`src/rtl/seq_scan_ctrl_if.sv`:
```
// Bundle of the upstream handshake, control and result signals of seq_scan_ctrl.
// The master side feeds words; the slave side is the scan controller.
interface seq_scan_ctrl_if;
  logic        in_valid;
  logic [7:0]  in_data;
  logic        in_ready;
  logic        clr_total;
  logic        busy;
  logic        done;
  logic [3:0]  word_hits;
  logic [2:0]  first_pos;
  logic        hit_any;
  logic [15:0] total_hits;

  modport master (
    output in_valid, in_data, clr_total,
    input  in_ready, busy, done, word_hits, first_pos, hit_any, total_hits
  );

  modport slave (
    input  in_valid, in_data, clr_total,
    output in_ready, busy, done, word_hits, first_pos, hit_any, total_hits
  );
endinterface

```
`src/rtl/seq_scan_ctrl.sv`:
```
// Word-serial scan controller: shifts an 8-bit word MSB first through an overlapping
// 1101 detector, reports per-word hit count/first position and keeps a saturating total.
module seq_scan_ctrl #(
  parameter bit CARRY = 1'b1
) (
  input logic         clk,
  input logic         rst,
  seq_scan_ctrl_if.slave bus
);

  typedef enum logic [1:0] {
    IDLE   = 2'd0,
    SHIFT  = 2'd1,
    REPORT = 2'd2
  } ctrl_state_t;

  typedef enum logic [1:0] {
    S0 = 2'd0,
    S1 = 2'd1,
    S2 = 2'd2,
    S3 = 2'd3
  } det_state_t;

  function automatic det_state_t det_next(input det_state_t s, input logic b);
    det_state_t n;
    case (s)
      S0:      n = b ? S1 : S0;
      S1:      n = b ? S2 : S0;
      S2:      n = b ? S2 : S3;
      S3:      n = b ? S1 : S0;
      default: n = S0;
    endcase
    return n;
  endfunction

  function automatic logic det_match(input det_state_t s, input logic b);
    return (s == S3) && b;
  endfunction

  ctrl_state_t state;
  det_state_t  det;
  logic [7:0]  data_word;
  logic [2:0]  bit_idx;
  logic [3:0]  word_cnt;
  logic [2:0]  first_idx;
  logic        hit_flag;
  logic [15:0] total_cnt;
  logic        ready_flag;
  logic        busy_flag;
  logic        done_flag;

  logic        cur_bit;
  logic        match;
  det_state_t  det_upd;

  // Current scanned bit, detector successor and match qualified by the SHIFT phase.
  always_comb begin
    cur_bit = data_word[3'd7 - bit_idx];
    det_upd = det_next(det, cur_bit);
    if (state == SHIFT) begin
      match = det_match(det, cur_bit);
    end else begin
      match = 1'b0;
    end
  end

  // Control FSM, detector, per-word results and saturating total with registered outputs.
  always_ff @(posedge clk) begin
    if (rst) begin
      state      <= IDLE;
      det        <= S0;
      data_word  <= 8'h00;
      bit_idx    <= 3'd0;
      word_cnt   <= 4'd0;
      first_idx  <= 3'd0;
      hit_flag   <= 1'b0;
      total_cnt  <= 16'h0000;
      ready_flag <= 1'b1;
      busy_flag  <= 1'b0;
      done_flag  <= 1'b0;
    end else begin
      // Clear beats a coincident match; the total never wraps.
      if (bus.clr_total) begin
        total_cnt <= 16'h0000;
      end else if (match && (total_cnt != 16'hFFFF)) begin
        total_cnt <= total_cnt + 16'd1;
      end

      case (state)
        IDLE: begin
          if (bus.in_valid) begin
            data_word  <= bus.in_data;
            bit_idx    <= 3'd0;
            word_cnt   <= 4'd0;
            first_idx  <= 3'd0;
            hit_flag   <= 1'b0;
            if (CARRY == 1'b0) begin
              det <= S0;
            end
            state      <= SHIFT;
            ready_flag <= 1'b0;
            busy_flag  <= 1'b1;
          end
        end
        SHIFT: begin
          det     <= det_upd;
          bit_idx <= bit_idx + 3'd1;
          if (match) begin
            word_cnt <= word_cnt + 4'd1;
            hit_flag <= 1'b1;
            if (word_cnt == 4'd0) begin
              first_idx <= bit_idx;
            end
          end
          if (bit_idx == 3'd7) begin
            state     <= REPORT;
            done_flag <= 1'b1;
          end
        end
        REPORT: begin
          state      <= IDLE;
          done_flag  <= 1'b0;
          busy_flag  <= 1'b0;
          ready_flag <= 1'b1;
        end
        default: begin
          state      <= IDLE;
          done_flag  <= 1'b0;
          busy_flag  <= 1'b0;
          ready_flag <= 1'b1;
        end
      endcase
    end
  end

  assign bus.in_ready   = ready_flag;
  assign bus.busy       = busy_flag;
  assign bus.done       = done_flag;
  assign bus.word_hits  = word_cnt;
  assign bus.first_pos  = first_idx;
  assign bus.hit_any    = hit_flag;
  assign bus.total_hits = total_cnt;

endmodule

```
`src/flat_wrapper.sv`:
```
// flat-port wrapper written by rule: the top's interface ports become plain ports
module seq_scan_ctrl_flat 
#(
  parameter bit CARRY = 1'b1
)
  (clk, rst, bus_in_valid, bus_in_data, bus_clr_total, bus_in_ready, bus_busy, bus_done, bus_word_hits, bus_first_pos, bus_hit_any, bus_total_hits);
  seq_scan_ctrl_if bus_i ();
  input logic clk;
  input logic rst;
  input wire logic [$bits(bus_i.in_valid)-1:0] bus_in_valid;
  input wire logic [$bits(bus_i.in_data)-1:0] bus_in_data;
  input wire logic [$bits(bus_i.clr_total)-1:0] bus_clr_total;
  output wire logic [$bits(bus_i.in_ready)-1:0] bus_in_ready;
  output wire logic [$bits(bus_i.busy)-1:0] bus_busy;
  output wire logic [$bits(bus_i.done)-1:0] bus_done;
  output wire logic [$bits(bus_i.word_hits)-1:0] bus_word_hits;
  output wire logic [$bits(bus_i.first_pos)-1:0] bus_first_pos;
  output wire logic [$bits(bus_i.hit_any)-1:0] bus_hit_any;
  output wire logic [$bits(bus_i.total_hits)-1:0] bus_total_hits;
  assign bus_i.in_valid = bus_in_valid;
  assign bus_i.in_data = bus_in_data;
  assign bus_i.clr_total = bus_clr_total;
  assign bus_in_ready = bus_i.in_ready;
  assign bus_busy = bus_i.busy;
  assign bus_done = bus_i.done;
  assign bus_word_hits = bus_i.word_hits;
  assign bus_first_pos = bus_i.first_pos;
  assign bus_hit_any = bus_i.hit_any;
  assign bus_total_hits = bus_i.total_hits;
  seq_scan_ctrl #(.CARRY(CARRY)) u_core (.clk(clk), .rst(rst), .bus(bus_i));
endmodule
```
`config.mk`:
```
export PLATFORM = sky130hd
export DESIGN_NAME = seq_scan_ctrl_flat
export DESIGN_NICKNAME = d
export VERILOG_FILES = /design/src/rtl/seq_scan_ctrl_if.sv /design/src/rtl/seq_scan_ctrl.sv /design/src/flat_wrapper.sv
export SDC_FILE = /design/constraint.sdc
export NUM_CORES = 1
export LEC_CHECK = 0
export ABC_AREA = 1
export BUFFER_PORTS_ARGS = -buffer_cell sky130_fd_sc_hd__clkbuf_2
export CELL_PAD_IN_SITES_DETAIL_PLACEMENT = 0
export CELL_PAD_IN_SITES_GLOBAL_PLACEMENT = 1
export CORE_MARGIN = 2
export CORE_UTILIZATION = 44
export CTS_BUF_LIST = sky130_fd_sc_hd__clkbuf_4 sky130_fd_sc_hd__clkbuf_8
export CTS_CLUSTER_DIAMETER = 40
export CTS_CLUSTER_SIZE = 10
export DETAILED_ROUTE_END_ITERATION = 10
export PLACE_DENSITY = 0.84
export SYNTH_ARGS = -nofsm -noshare
export SYNTH_HDL_FRONTEND = slang
export SYNTH_SLANG_ARGS = --single-unit
```
`constraint.sdc`:
```
create_clock -name clk -period 2.8 [get_ports clk]
set_input_delay 0.14 -clock clk [delete_from_list [all_inputs] [get_ports clk]]
set_output_delay 0.14 -clock clk [all_outputs]
set_load 0.05 [all_outputs]
```
# Yosys cells after proc, flatten, opt, wreduce, memory -nomap -nowiden
# Index checks and enable logic that the tools add are counted.
[word_totals]
register_bits = 42
latchBits = 0
ramBits = 0
mem_bits_ro = 0
inputBits = 12
output_inout_bits = 27
wordCells = 69
n_memories = 0
[classes]
add_sub_neg = 4
multipliers = 0
n_div = 0
magnitude_cmp = 1
eq_ne = 10
n_shift = 0
n_mux = 26
n_bitwise = 2
reduce_logical = 15
[op_table]
columns = ["op", "n"]
rows = [
  ["adder 16 x 1 -> 16 bit, second input constant", 1],
  ["inequality test 16 bit, second input constant", 1],
  ["case mux 3 bit (2 select lines)", 2],
  ["AND reduction 2 bit", 5],
  ["2-to-1 mux 3 bit", 3],
  ["2-to-1 mux 1 bit", 8],
  ["2-to-1 mux 4 bit", 2],
  ["case mux 1 bit (2 select lines)", 4],
  ["case mux 4 bit (2 select lines)", 1],
  ["2-to-1 mux 2 bit", 3],
  ["inequality test 2 bit, second input constant", 3],
  ["case mux 2 bit (3 select lines)", 1],
  ["adder 4 x 1 -> 4 bit, second input constant", 1],
  ["== test 2 x 1 -> 1 bit, second input constant", 2],
  ["== test 2 bit, second input constant", 2],
  ["logical NOT 2 bit", 2],
  ["logical NOT 4 bit", 1],
  ["< comparator 3 x 4 -> 1 bit, second input constant", 1],
  ["case mux 2 bit (2 select lines)", 1],
  ["AND reduction 4 bit", 1],
  ["OR reduction 2 bit", 2],
  ["adder 3 x 1 -> 3 bit, second input constant", 1],
  ["binary-select mux 1 bit (select 3 bit)", 1],
  ["== test 3 bit, second input constant", 1],
  ["other kinds (6)", 8],
]

# Longest topological paths before layout
[depth]
ltp_word = 7
mapped_depth = 11
ltp_nobuf = 10

# Least setup slack after synthesis
# Ideal clock, no wire load.
[synth_timing]
path_kind = "reg2reg"
start = "register u_core.total_cnt[1] (netlist: u_core.bus.total_hits[1])"
end = "register u_core.total_cnt[13] (netlist: u_core.bus.total_hits[13])"
setup_ps = 132
arrival_time_ps = 2017
required_ps = 2668
path_slack_ps = 650
stages_incl_launch_ff = 10
n_path_buf = 1
period_less_slack_ps = 2150
cell_sequence = "dfxtp_1 ha_1 nand2_2 nor2_4 nand3_1 nor2_2 nand4_4 clkbuf_1 nand4_1 a21oi_1"
[synth_between]
elab_chain_cells = 2
[synth_rtl]
columns = ["element", "line", "source"]
rows = [
  ["start, declared", "seq_scan_ctrl.sv:47", "logic [15:0] total_cnt;"],
  ["start signal, assigned", "seq_scan_ctrl.sv:86", "total_cnt <= total_cnt + 16'd1;"],
  ["branches (longest 2 deep; another with adder 16 x 1 -> 16 bit)", "--", ""],
]
# Several ways; the timed one is not identified.
# A chain may end at the register's enable or synchronous reset.

# Worst setup path in the final report
[layout_timing]
start = "register u_core.total_cnt[0] (netlist: u_core.bus.total_hits[0])"
end = "register u_core.total_cnt[5] (netlist: u_core.bus.total_hits[5])"
# Same word-level chain as after synthesis.

==> impl_metrics.toml <==
[clock_tree]
post_cts_buffers = 0
insertion_delay_ps = 290
cts_sinks = 42
ctsResizeCount = 0
htreeDepth = 2
root_buffer = "clkbuf_8"
clock_path_buffers = 2
hold_buffers = 0
numCtsBuffers = 5
clk_pin_slew_ps = 80
cts_tree = "done"

[grt]
grt_usage_pct = 19.51
grtUsageMet2_pct = 28.75
overflow = 0
grt_use_met3_pct = 4.418
grt_most_used_layer = "met2"
grt_antenna_before_repair = 0
grt_max_degree = 23
grt_pass1_wl_mm = 8.390
grt_pass1_vias = 1806
met1_usage_pct = 27.83

[worst_setup_path]
crit_path_end_kind = "flop"
start_kind = "flop"
required_ps = 3010
crit_arrival_ps = 2290
crit_type = "reg2reg"
crit_fanout = 17

[outcome]
status = "complete, no violations"

[yosys]
synth_top_area_cell = "dfxtp_1"
synth_edf_count = 0
synth_common_cells = "nand2_1 (71), dfxtp_1 (42), inv_1 (39), a21oi_1 (36), nand3_1 (22)"
async_reset_ff_share_pct = 0
yosysSeqAreaShare_pct = 37.80
avgSynthCellArea_um2 = 7.040
synth_cell_types = 28
ys_seq_elements = 42
syn-num-nets = 336
yosys_warnings = 0
synth_top_area_share_pct = 37.80
synthFlopType = "dfxtp_1"
synth_area_um2 = 2225
syn_inst = 316
netlist_top_cells_area = "dfxtp_1 (38%), nand2_1 (12%), a21oi_1 (8.1%)"
yosys.cell_count.top_type = "nand2_1"

[timing]
finalHoldViolCount = 0
slew_headroom_pct = 54.70
max_clock_freq_mhz = 482.8
slew_violations = 0
setup-tns-final_ps = 0
fin_crit_ps = 2071
setup_viol = 0
skew_ps = 6.569
period_share_pct = 73.97
tightest_slew_ps = 678.7
rsz0062_at_grt = "false"

[finish]
antennaDiodeCount = 0
n_fill_cell = 509
syn2layout_area_growth_pct = 13.72
nets = 370
drive_above_1_share_pct = 15.76

[floorplan]
io-pin-count = 39
fp.dieH_um = 75.11
initial_core_util_pct = 46.48
die_area_um2 = 5641
die_w_um = 75.11
row_count = 25
core-area_um2 = 4786

[placement]
detailed_place_hpwl_mm = 3.690
gp_congestion = 0.8287
port_buffers = 38

[power]
irDropWorstVdd_mv = 0.2200
power_density_nw_per_um2 = 442.8
p_leak_nw = 1.066
power_mw = 1.120

[route]
via_per_inst = 5.072
route.detailed.drc = 0
ant_nets = 0
drt_first_iter_violations = 161
routedWlPerCell_um = 12.17
vias = 2110
first_pass_iters = 4
wl_mm = 5.063

[job]
maxCapViolCount = 0

[min_path]
min_path_type = "in2reg"
[worst paths after layout]
path | from | to | slack, ps | cells past startpoint
max | u_core.bus.total_hits[0]$_SDFFE_PP0P_ | u_core.bus.total_hits[5]$_SDFFE_PP0P_ | 730 | 9
min | bus_clr_total | u_core.bus.total_hits[0]$_SDFFE_PP0P_ | 90 | 4
min reg2reg | u_core.bus.in_ready$_SDFFE_PP1P_ | u_core.bus.in_ready$_SDFFE_PP1P_ | 440 | 2
max reg2reg | u_core.bus.total_hits[0]$_SDFFE_PP0P_ | u_core.bus.total_hits[5]$_SDFFE_PP0P_ | 730 | 9
[stage by stage]
stage	util [%]	hold slack, ps	cells	cell area [um^2]	setup WS, ps
after detailed placement	51.14	396.8	410	2447	777.7
after floorplan	-	296.0	316	2225	650.5
after global placement	51.14	389.0	410	2447	830.1
final	52.86	86.66	416	2530	728.8
after CTS	52.86	79.61	416	2530	753.4
after global routing	52.86	117.4	416	2530	543.7
[cell families (layout without fill, tap and decap cells)]
group,count (synthesis),count (layout),synth area share [%]
compound gates,52,52,12.04
xor+xnor,9,9,3.544
fa+ha+maj,8,8,4.500
buf+inv,54,87,9.730
flops,42,42,37.80
simple gates,151,151,32.40
[final cells by class]
class	instances	area (um^2)	area share (%)
multi-input combinational	220	1167	46.14
tap	67	83.83	3.314
inverter	42	157.7	6.231
sequential	42	840.8	33.23
clock buffer	6	82.58	3.264
timing repair buffer	39	197.7	7.814
[placed cells by master, fill, tap and decap left out]
| cell type | n |
|---|---|
| clkbuf_2 | 38 |
| o21ai_0 | 13 |
| nor3_1 | 7 |
| o211ai_1 | 1 |
| clkbuf_8 | 6 |
| inv_1 | 39 |
| nand4_1 | 21 |
| buf_4 | 1 |
| o21a_1 | 1 |
| nand3_4 | 1 |
| nor2_2 | 1 |
| dfxtp_1 | 42 |
| xnor2_1 | 2 |
| xor2_1 | 7 |
| inv_2 | 2 |
| clkinv_1 | 1 |
| nand3b_1 | 1 |
| nor2_1 | 21 |
| nor2_4 | 3 |
| nand4_4 | 1 |
| nand2_1 | 71 |
| a21oi_1 | 36 |
| ha_1 | 8 |
| a21o_1 | 1 |
| nand3_1 | 22 |
| nand2_2 | 2 |
[where the power goes]
part           total (mW)  switching, mW  leakage [nW]  internal (mW)
registers           0.624        0.00967         0.341          0.614
clock network       0.387          0.197        0.0431          0.190
logic               0.110         0.0773         0.681         0.0323
total                1.12          0.284          1.07          0.837
[flip-flops by register name, summed over array words and instances (netlist names)]
signal                 count
u_core.bit_idx             3
u_core.bus.busy            1
u_core.bus.done            1
u_core.bus.first_pos       3
u_core.bus.hit_any         1
u_core.bus.in_ready        1
u_core.bus.total_hits     16
u_core.bus.word_hits       4
u_core.data_word           8
u_core.det                 2
u_core.state               2
[critical path: stages (launching register included)]
cell     delay [ps]
dfxtp_1         380
ha_1            260
nand2_2         100
nor2_4          150
nand3_1         130
nor2_2          140
nand4_4         270
nand3_4         310
nand2_1          80
a21oi_1         170
[per-layer routing]
layer	up-vias	routed length, um
met4	0	77
li1	1104	-
met1	952	2545
met3	6	273
met2	48	2166
met5	-	0
(Power assumes the default switching activity.)
